===== config.mk =====
export PLATFORM = sky130hd
export DESIGN_NAME = univ_shift_reg_ext
export DESIGN_NICKNAME = d
export VERILOG_FILES = /design/src/rtl/univ_shift_reg_ext.sv
export SDC_FILE = /design/constraint.sdc
export NUM_CORES = 1
export LEC_CHECK = 0
export ABC_CLOCK_PERIOD_IN_PS = 1800
export CAP_MARGIN = 20
export CORE_ASPECT_RATIO = 0.7
export CORE_MARGIN = 1
export CORE_UTILIZATION = 56
export CTS_BUF_LIST = sky130_fd_sc_hd__clkbuf_16
export CTS_CLUSTER_SIZE = 20
export DETAILED_ROUTE_END_ITERATION = 6
export PLACE_DENSITY = 0.82
export REMOVE_ABC_BUFFERS = 1
export SYNTH_ARGS = -nofsm -noshare
export SYNTH_HDL_FRONTEND = slang
export SYNTH_SLANG_ARGS = --single-unit
export TNS_END_PERCENT = 100

===== constraint.sdc =====
create_clock -name clk -period 1.8 [get_ports clk]
set_input_delay 0.18 -clock clk [delete_from_list [all_inputs] [get_ports clk]]
set_output_delay 0.18 -clock clk [all_outputs]
set_load 0.03 [all_outputs]

===== src/rtl/univ_shift_reg_ext.sv =====
// Universal shift register: load, shift, rotate, arithmetic shift, LSB-first serialize.
// Latency: one cycle from accepted op to q; serialize runs N cycles then pulses done.
// Backpressure: busy=1 drops en/op requests (not queued); clr overrides everything.
module univ_shift_reg_ext #(
   parameter int N     = 8,
   parameter int AMT_W = 3
) (
   input  logic             clk,
   input  logic             reset_n,
   input  logic             clr,
   input  logic             en,
   input  logic [2:0]       op,
   input  logic [AMT_W-1:0] amt,
   input  logic             msb_in,
   input  logic             lsb_in,
   input  logic [N-1:0]     d,
   output logic [N-1:0]     q,
   output logic             ser_out,
   output logic             busy,
   output logic             done
);

   localparam int CNT_W = (N > 2) ? $clog2(N) : 1;

   localparam logic [2:0] OP_HOLD = 3'b000;
   localparam logic [2:0] OP_SHR  = 3'b001;
   localparam logic [2:0] OP_SHL  = 3'b010;
   localparam logic [2:0] OP_LOAD = 3'b011;
   localparam logic [2:0] OP_ROR  = 3'b100;
   localparam logic [2:0] OP_ROL  = 3'b101;
   localparam logic [2:0] OP_ASR  = 3'b110;
   localparam logic [2:0] OP_SER  = 3'b111;

   localparam logic [N-1:0] ALL_ONES = '1;

   typedef enum logic {
      IDLE,
      SHIFT
   } state_t;

   state_t           state, state_nx;
   logic [CNT_W-1:0] cnt, cnt_nx;
   logic [N-1:0]     q_nx;
   logic             busy_nx;
   logic             done_nx;

   logic [31:0]      rot_amt;
   logic [N-1:0]     shr_res;
   logic [N-1:0]     shl_res;
   logic [N-1:0]     asr_res;
   logic [N-1:0]     ror_res;
   logic [N-1:0]     rol_res;

   // Shift/rotate results; a mask of vacated positions supplies the fill bits,
   // and shifting by >= N empties the word so amt >= N yields all fill bits.
   always_comb begin
      rot_amt = 32'(amt) % N;
      shr_res = (q >> amt) | (msb_in ? ~(ALL_ONES >> amt) : '0);
      shl_res = (q << amt) | (lsb_in ? ~(ALL_ONES << amt) : '0);
      asr_res = (q >> amt) | (q[N-1] ? ~(ALL_ONES >> amt) : '0);
      // A rotate of 0 shifts the complementary term by N, which contributes nothing.
      ror_res = (q >> rot_amt) | (q << (N - rot_amt));
      rol_res = (q << rot_amt) | (q >> (N - rot_amt));
   end

   // Next-state logic: clr first, then accepted op in IDLE, or one serial shift per cycle.
   always_comb begin
      state_nx = state;
      q_nx     = q;
      cnt_nx   = cnt;
      done_nx  = 1'b0;
      if (clr) begin
         state_nx = IDLE;
         q_nx     = '0;
         cnt_nx   = '0;
      end else begin
         case (state)
            IDLE: begin
               if (en) begin
                  case (op)
                     OP_SHR:  q_nx = shr_res;
                     OP_SHL:  q_nx = shl_res;
                     OP_LOAD: q_nx = d;
                     OP_ROR:  q_nx = ror_res;
                     OP_ROL:  q_nx = rol_res;
                     OP_ASR:  q_nx = asr_res;
                     OP_SER: begin
                        q_nx     = d;
                        cnt_nx   = CNT_W'(N - 1);
                        state_nx = SHIFT;
                     end
                     OP_HOLD: q_nx = q;
                     default: q_nx = q;
                  endcase
               end
            end
            SHIFT: begin
               q_nx = {msb_in, q[N-1:1]};
               if (cnt != '0) begin
                  cnt_nx = cnt - CNT_W'(1);
               end else begin
                  state_nx = IDLE;
                  done_nx  = 1'b1;
               end
            end
            default: state_nx = IDLE;
         endcase
      end
      busy_nx = (state_nx == SHIFT);
   end

   // State and output registers with asynchronous reset.
   always_ff @(posedge clk or negedge reset_n) begin
      if (!reset_n) begin
         state <= IDLE;
         q     <= '0;
         cnt   <= '0;
         busy  <= 1'b0;
         done  <= 1'b0;
      end else begin
         state <= state_nx;
         q     <= q_nx;
         cnt   <= cnt_nx;
         busy  <= busy_nx;
         done  <= done_nx;
      end
   end

   // Serial output is only meaningful while a stream is in flight.
   always_comb begin
      ser_out = busy ? q[0] : 1'b0;
   end

endmodule

==> results.yml <==
run_status:
  status: "finished with violations"
  violations: "design-rule violations, negative setup slack"
critical_path:
  rrSetupSlack_ns: -0.40
  arrival_ns: 2.29
  critPathLaunchType: "register"
  path_max_fanout: 10
  crit_chain: "buf_12 -> mux4_2 -> nand2_1 -> o21ai_1 -> nor3_1 -> o32ai_1"
  required_ns: 1.89
  critical-path-slowest-cell: "nor3_1"
  slowest_delay_ns: 0.53
  crit_path_end_kind: "register"
  critical_path_class: "reg -> reg"
sta:
  hold_violations: 0
  setup_ws_ns: -0.399
  final.period_utilization: 1.22
  slew_violations: 0
  relSlewSlack: 0.468
  period_minus_slack_ns: 2.20
  clock.fmax_mhz: 455
  setup_violations: 8
  rsz0062_at_grt: "true"
  finClkSkew_ns: 0.00481
  tightest_slew_ns: 0.796
layout:
  layout_commonest_cell: "buf_4"
  regArea_um2: 333
  drive_gt1_frac: 0.438
  synthToLayoutAreaGrowth_pct: 55.7
  antenna_cells: 0
  fill_cells: 123
  multiInputGateArea_um2: 1900
  fin_nets: 404
  final_cell_mix: "buf_4, nand2_1, nor2_1, clkdlybuf4s50_1, a21oi_1"
  final_area_um2: 3410
pwr:
  worst_ir_drop_vdd_mv: 0.617
  clkPwrFrac: 0.238
  p_sw_mw: 0.785
  power.density_nw_per_um2: 547
  power_leakage_nw: 1.41
  pwr-share-comb: 0.570
  p_seq_frac: 0.192
  p_sw_frac: 0.420
  internal-power_mw: 1.08
  power_mw: 1.87
floorplan:
  boundaryPins: 31
  coreArea_um2: 3630
  die_width_um: 76.8
  fp.dieArea_um2: 4170
  start_util: 0.604
  num_rows: 18
  die-height_um: 54.3
logic_synthesis:
  avgSynthCellArea_um2: 7.77
  netlist_instances: 282
  synth-edff-count: 0
  synth_ff_type: "dfrtp_1"
  synth_cell_types: 61
  synth_area_leaders: "dfrtp_1, mux4_2, a21oi_1"
  synth_top_area_share: 0.148
  syn_area_um2: 2190
  async_reset_ff_frac: 1.00
  synth_seq_area_share: 0.148
  yosysTopAreaCell: "dfrtp_1"
  ys_seq_elements: 13
  ys_warn_count: 0
clock_tree:
  numCtsBuffers: 3
  cts.sinks: 13
  cts_tree: "done"
  cts.clk_slew.worst_paths_ns: 0.05
  clock_path_buffers: 2
  root_buffer: "clkbuf_16"
  clk_latency_ns: 0.25
  h-tree-depth: 1
worst_hold_path:
  hp-class: "in -> async"
global_routing:
  track_usage: 0.455
  antenna_found_initial: 0
  grt_pass1_vias: 2702
  grt_max_degree: 22
  grt_pass1_wl_um: 14100
  grt-ovfl-total: 0
routing:
  firstDrtPassIters: 7
  drtIter0Drc: 1031
  vias: 3396
  drt_wl_total_um: 12300
  drc_errors: 140
  post_drt_via_cell_ratio: 7.95
  postRouteAntennaNets: 0
  wl_per_cell_um: 28.9
placement:
  hpwlAfterDp_um: 6950
  io_buffers: 30
  post_dp_cell_area_um2: 3070
  gp_congestion: 1.07
  pre_cts_slack_ns: -0.869
job:
  cap_violations: 0
[cell usage after synthesis (4+ instances only)]
library cell,n
a211oi_1,14
a21oi_1,24
a31oi_1,5
buf_1,4
buf_2,10
clkbuf_1,12
dfrtp_1,13
ha_1,6
inv_1,7
mux2_2,8
mux2i_1,11
mux4_2,10
nand2_1,27
nand2b_1,5
nand3_1,8
nor2_1,25
nor2b_1,4
nor3_1,6
nor4_1,4
o21ai_0,9
o221ai_1,5
o22ai_1,5
[kinds of logic after synthesis]
family | synth area share
adders and majority gates | 0.0343
muxes | 0.200
xor gates and xnor gates | 0.00400
buffers and inverters | 0.0828
DFF | 0.148
and+or+nand+nor | 0.234
AOI/OAI and AO/OA | 0.296
[power by group through the flow]
stage          sequential (mW)  combinational, mW  clock, mW
2_1_floorplan            0.390              0.349          0
3_3_place_gp             0.350              0.831          0
3_5_place_dp             0.350              0.847          0
4_1_cts                  0.347              0.898      0.425
5_1_grt                  0.355               1.09      0.452
6_report                 0.359               1.06      0.445
[path summary, 6_finish.rpt]
kind	from	endpoint	cells after the start
worst min register to register	cnt[0]	cnt[0]	2
worst max-delay path	q[3]	q[2]	6
worst min-delay path	reset_n	cnt[2]	1
worst max register to register	q[3]	q[2]	6
max in group asynchronous	reset_n	q[6]	1
min in group clk	cnt[0]	cnt[0]	2
[final cells by class]
class                      count  share of cell area
inverter                       9             0.00990
clock inverter                 1             0.00110
sequential                    13              0.0976
multi-input combinational    230               0.556
tap                           50              0.0183
timing repair buffer         121               0.295
clock buffer                   3              0.0220
[critical path: cells and delay by family (launching register included)]
family	cells	cell delay, ns
AO/OA/AOI/OAI	2	0.30
buffers and inverters	1	0.17
flip-flops	1	0.47
multiplexers	1	0.47
AND/OR/NAND/NOR	2	0.63
[state kept, by name (all words and copies together), names as in the netlist]
name,flops
q,8
cnt,3
done,1
state,1
[timing repair]
action | CTS | global route
pin swaps | 8 | 12
hold buffers | 0 | 0
setup endpoints to repair | 10 | 8
setup buffers | 0 | 3
resized for setup | 39 | 30
cloned | 0 | 0
[metal layers]
metal	global-route usage	vias to the layer above	share of wire
met3	0.133	179	0.18
met2	0.720	489	0.38
met5	0	-	0.0029
met1	0.578	1455	0.33
met4	0.224	2	0.11
li1	-	1271	-
[metrics by stage]
stage,hold WS [ns],instances,util,TNS [ns]
finish,0.394,427,0.941,-0.900
global placement,0.594,420,0.848,-4.94
detailed placement,0.613,420,0.848,-5.27
floorplan,-0.116,252,-,-1.15
global route,0.425,427,0.941,-1.34
CTS,0.375,424,0.907,0
Power figures use the tool's default switching activity.
==> variant (config.mk and constraints unchanged) <==
Change the parameter `AMT_W` from 3 to 6.
--- a/src/rtl/univ_shift_reg_ext.sv
+++ b/src/rtl/univ_shift_reg_ext.sv
@@ -3,7 +3,7 @@
 // Backpressure: busy=1 drops en/op requests (not queued); clr overrides everything.
 module univ_shift_reg_ext #(
    parameter int N     = 8,
-   parameter int AMT_W = 3
+   parameter int AMT_W = 6
 ) (
    input  logic             clk,
    input  logic             reset_n,
Ports: changed (resized amt); port bits go from 31 to 34. No check against the original RTL was run, so the function may have changed too.
==> variant against the original RTL <==
The flow now stops in 5_1_grt. Area after synthesis up 22%.
==> variant: results (changes against the original RTL) <==
- The run stopped with a tool error.
- The flow stopped in 5_1_grt.
- The tool reported: "[ERROR GRT-0232] Routing congestion too high. Check the congestion heatmap in the GUI".
- The maximum number of pins on one net before global-route repair is 28.
- The adder-cell area share of the yosys netlist came to 1.41% (-2.0 points).
- The total placed cells including tap cells was 499 (+19%).
- The setup slack after placement is -0.879 ns (-0.0104 ns).
- The total clock buffers created by CTS was 3 (unchanged).
- The post-DP HPWL is 8.94 mm (+29%).
- The global-route repair_timing pass left the worst setup endpoint at q[5]$_DFFE_PN0P_/D.
- The number of warnings printed during yosys synthesis is 0 (unchanged).
- The depth of the CTS H-tree is 1 (unchanged).
- The flip-flop and latch count after synthesis is 13 (unchanged).
- The post-detailed-placement cell area is 0.00377 mm^2 (+23%).
- The weighted congestion reported at the end of routability-driven placement is 1.04 (-2.1%).
- The maximum number of buffers from clock root to sink is 2 (unchanged).
- The predominant post-synthesis flop cell is sky130_fd_sc_hd__dfrtp_1.
- The xor/xnor share of the synthesized area came to 0.329% (-0.071 points).
- The share of the yosys chip area belonging to registers is 12.2% (-2.6 points).
- Summed over all layers, the global routing overflow is 45.
- The multiplexer fraction of the synthesized cell area came to 21.2% (+1.1 points).
- The post-synthesis area per instance was 8.04 um^2 (+3.5%).
- The share of async-settable or async-resettable flops after synthesis was 100% (unchanged).
- The count of cell types in the netlist was 72 (+18%).
- The tree is rooted in a sky130_fd_sc_hd__clkbuf_16.
- Counting instances in the post-synthesis netlist gives the leading cell types as 25 x sky130_fd_sc_hd__nor2_1, 25 x sky130_fd_sc_hd__o21ai_0, 20 x sky130_fd_sc_hd__a21oi_1, 20 x sky130_fd_sc_hd__nand2_1, 17 x sky130_fd_sc_hd__mux2i_1.
- The compound-gate portion of the synthesized area was 34.7% (+5.1 points).
- After the last repair the worst path ends at a register data pin.
- The synthesized area came to 0.00266 mm^2 (+22%).
- The overall global routing resource usage is 79.6%.
- Sorting the synthesized cells by area gives the leading types as sky130_fd_sc_hd__dfrtp_1 12%, sky130_fd_sc_hd__mux2i_1 6.4%, sky130_fd_sc_hd__mux2_2 5.9%, sky130_fd_sc_hd__mux4_2 5.9%, sky130_fd_sc_hd__o21ai_0 4.7%.
- The number of buffers added on ports is 33 (+10%).
-- variant: cell count changes after synthesis, sizes merged, moves of 4 or more --
cell | unedited run | this run
o2bb2ai | 0 | 4
a211oi | 14 | 6
mux2 | 8 | 14
nand2 | 27 | 20
buf | 18 | 24
mux2i | 12 | 17
o21ai | 9 | 25
-- variant: cells by family after synthesis --
family,count (synthesis)
adders and majority gates,3
AOI/OAI and AO/OA,124
muxes,41
and+or+nand+nor,103
DFF,13
buffers and inverters,46
xor gates and xnor gates,1
-- variant: what timing repair did --
item	4_1_cts
gates resized for setup	87
pin swaps	24
setup buffers	7
endpoints found under the setup margin	18
-- variant: routing by layer --
| layer | overflow | GRT usage (%) |
|---|---|---|
| met3 | 0 | 62.2 |
| met4 | 26 | 85.7 |
| met2 | 19 | 98.2 |
| met5 | 0 | 33.3 |
| met1 | 0 | 78.5 |
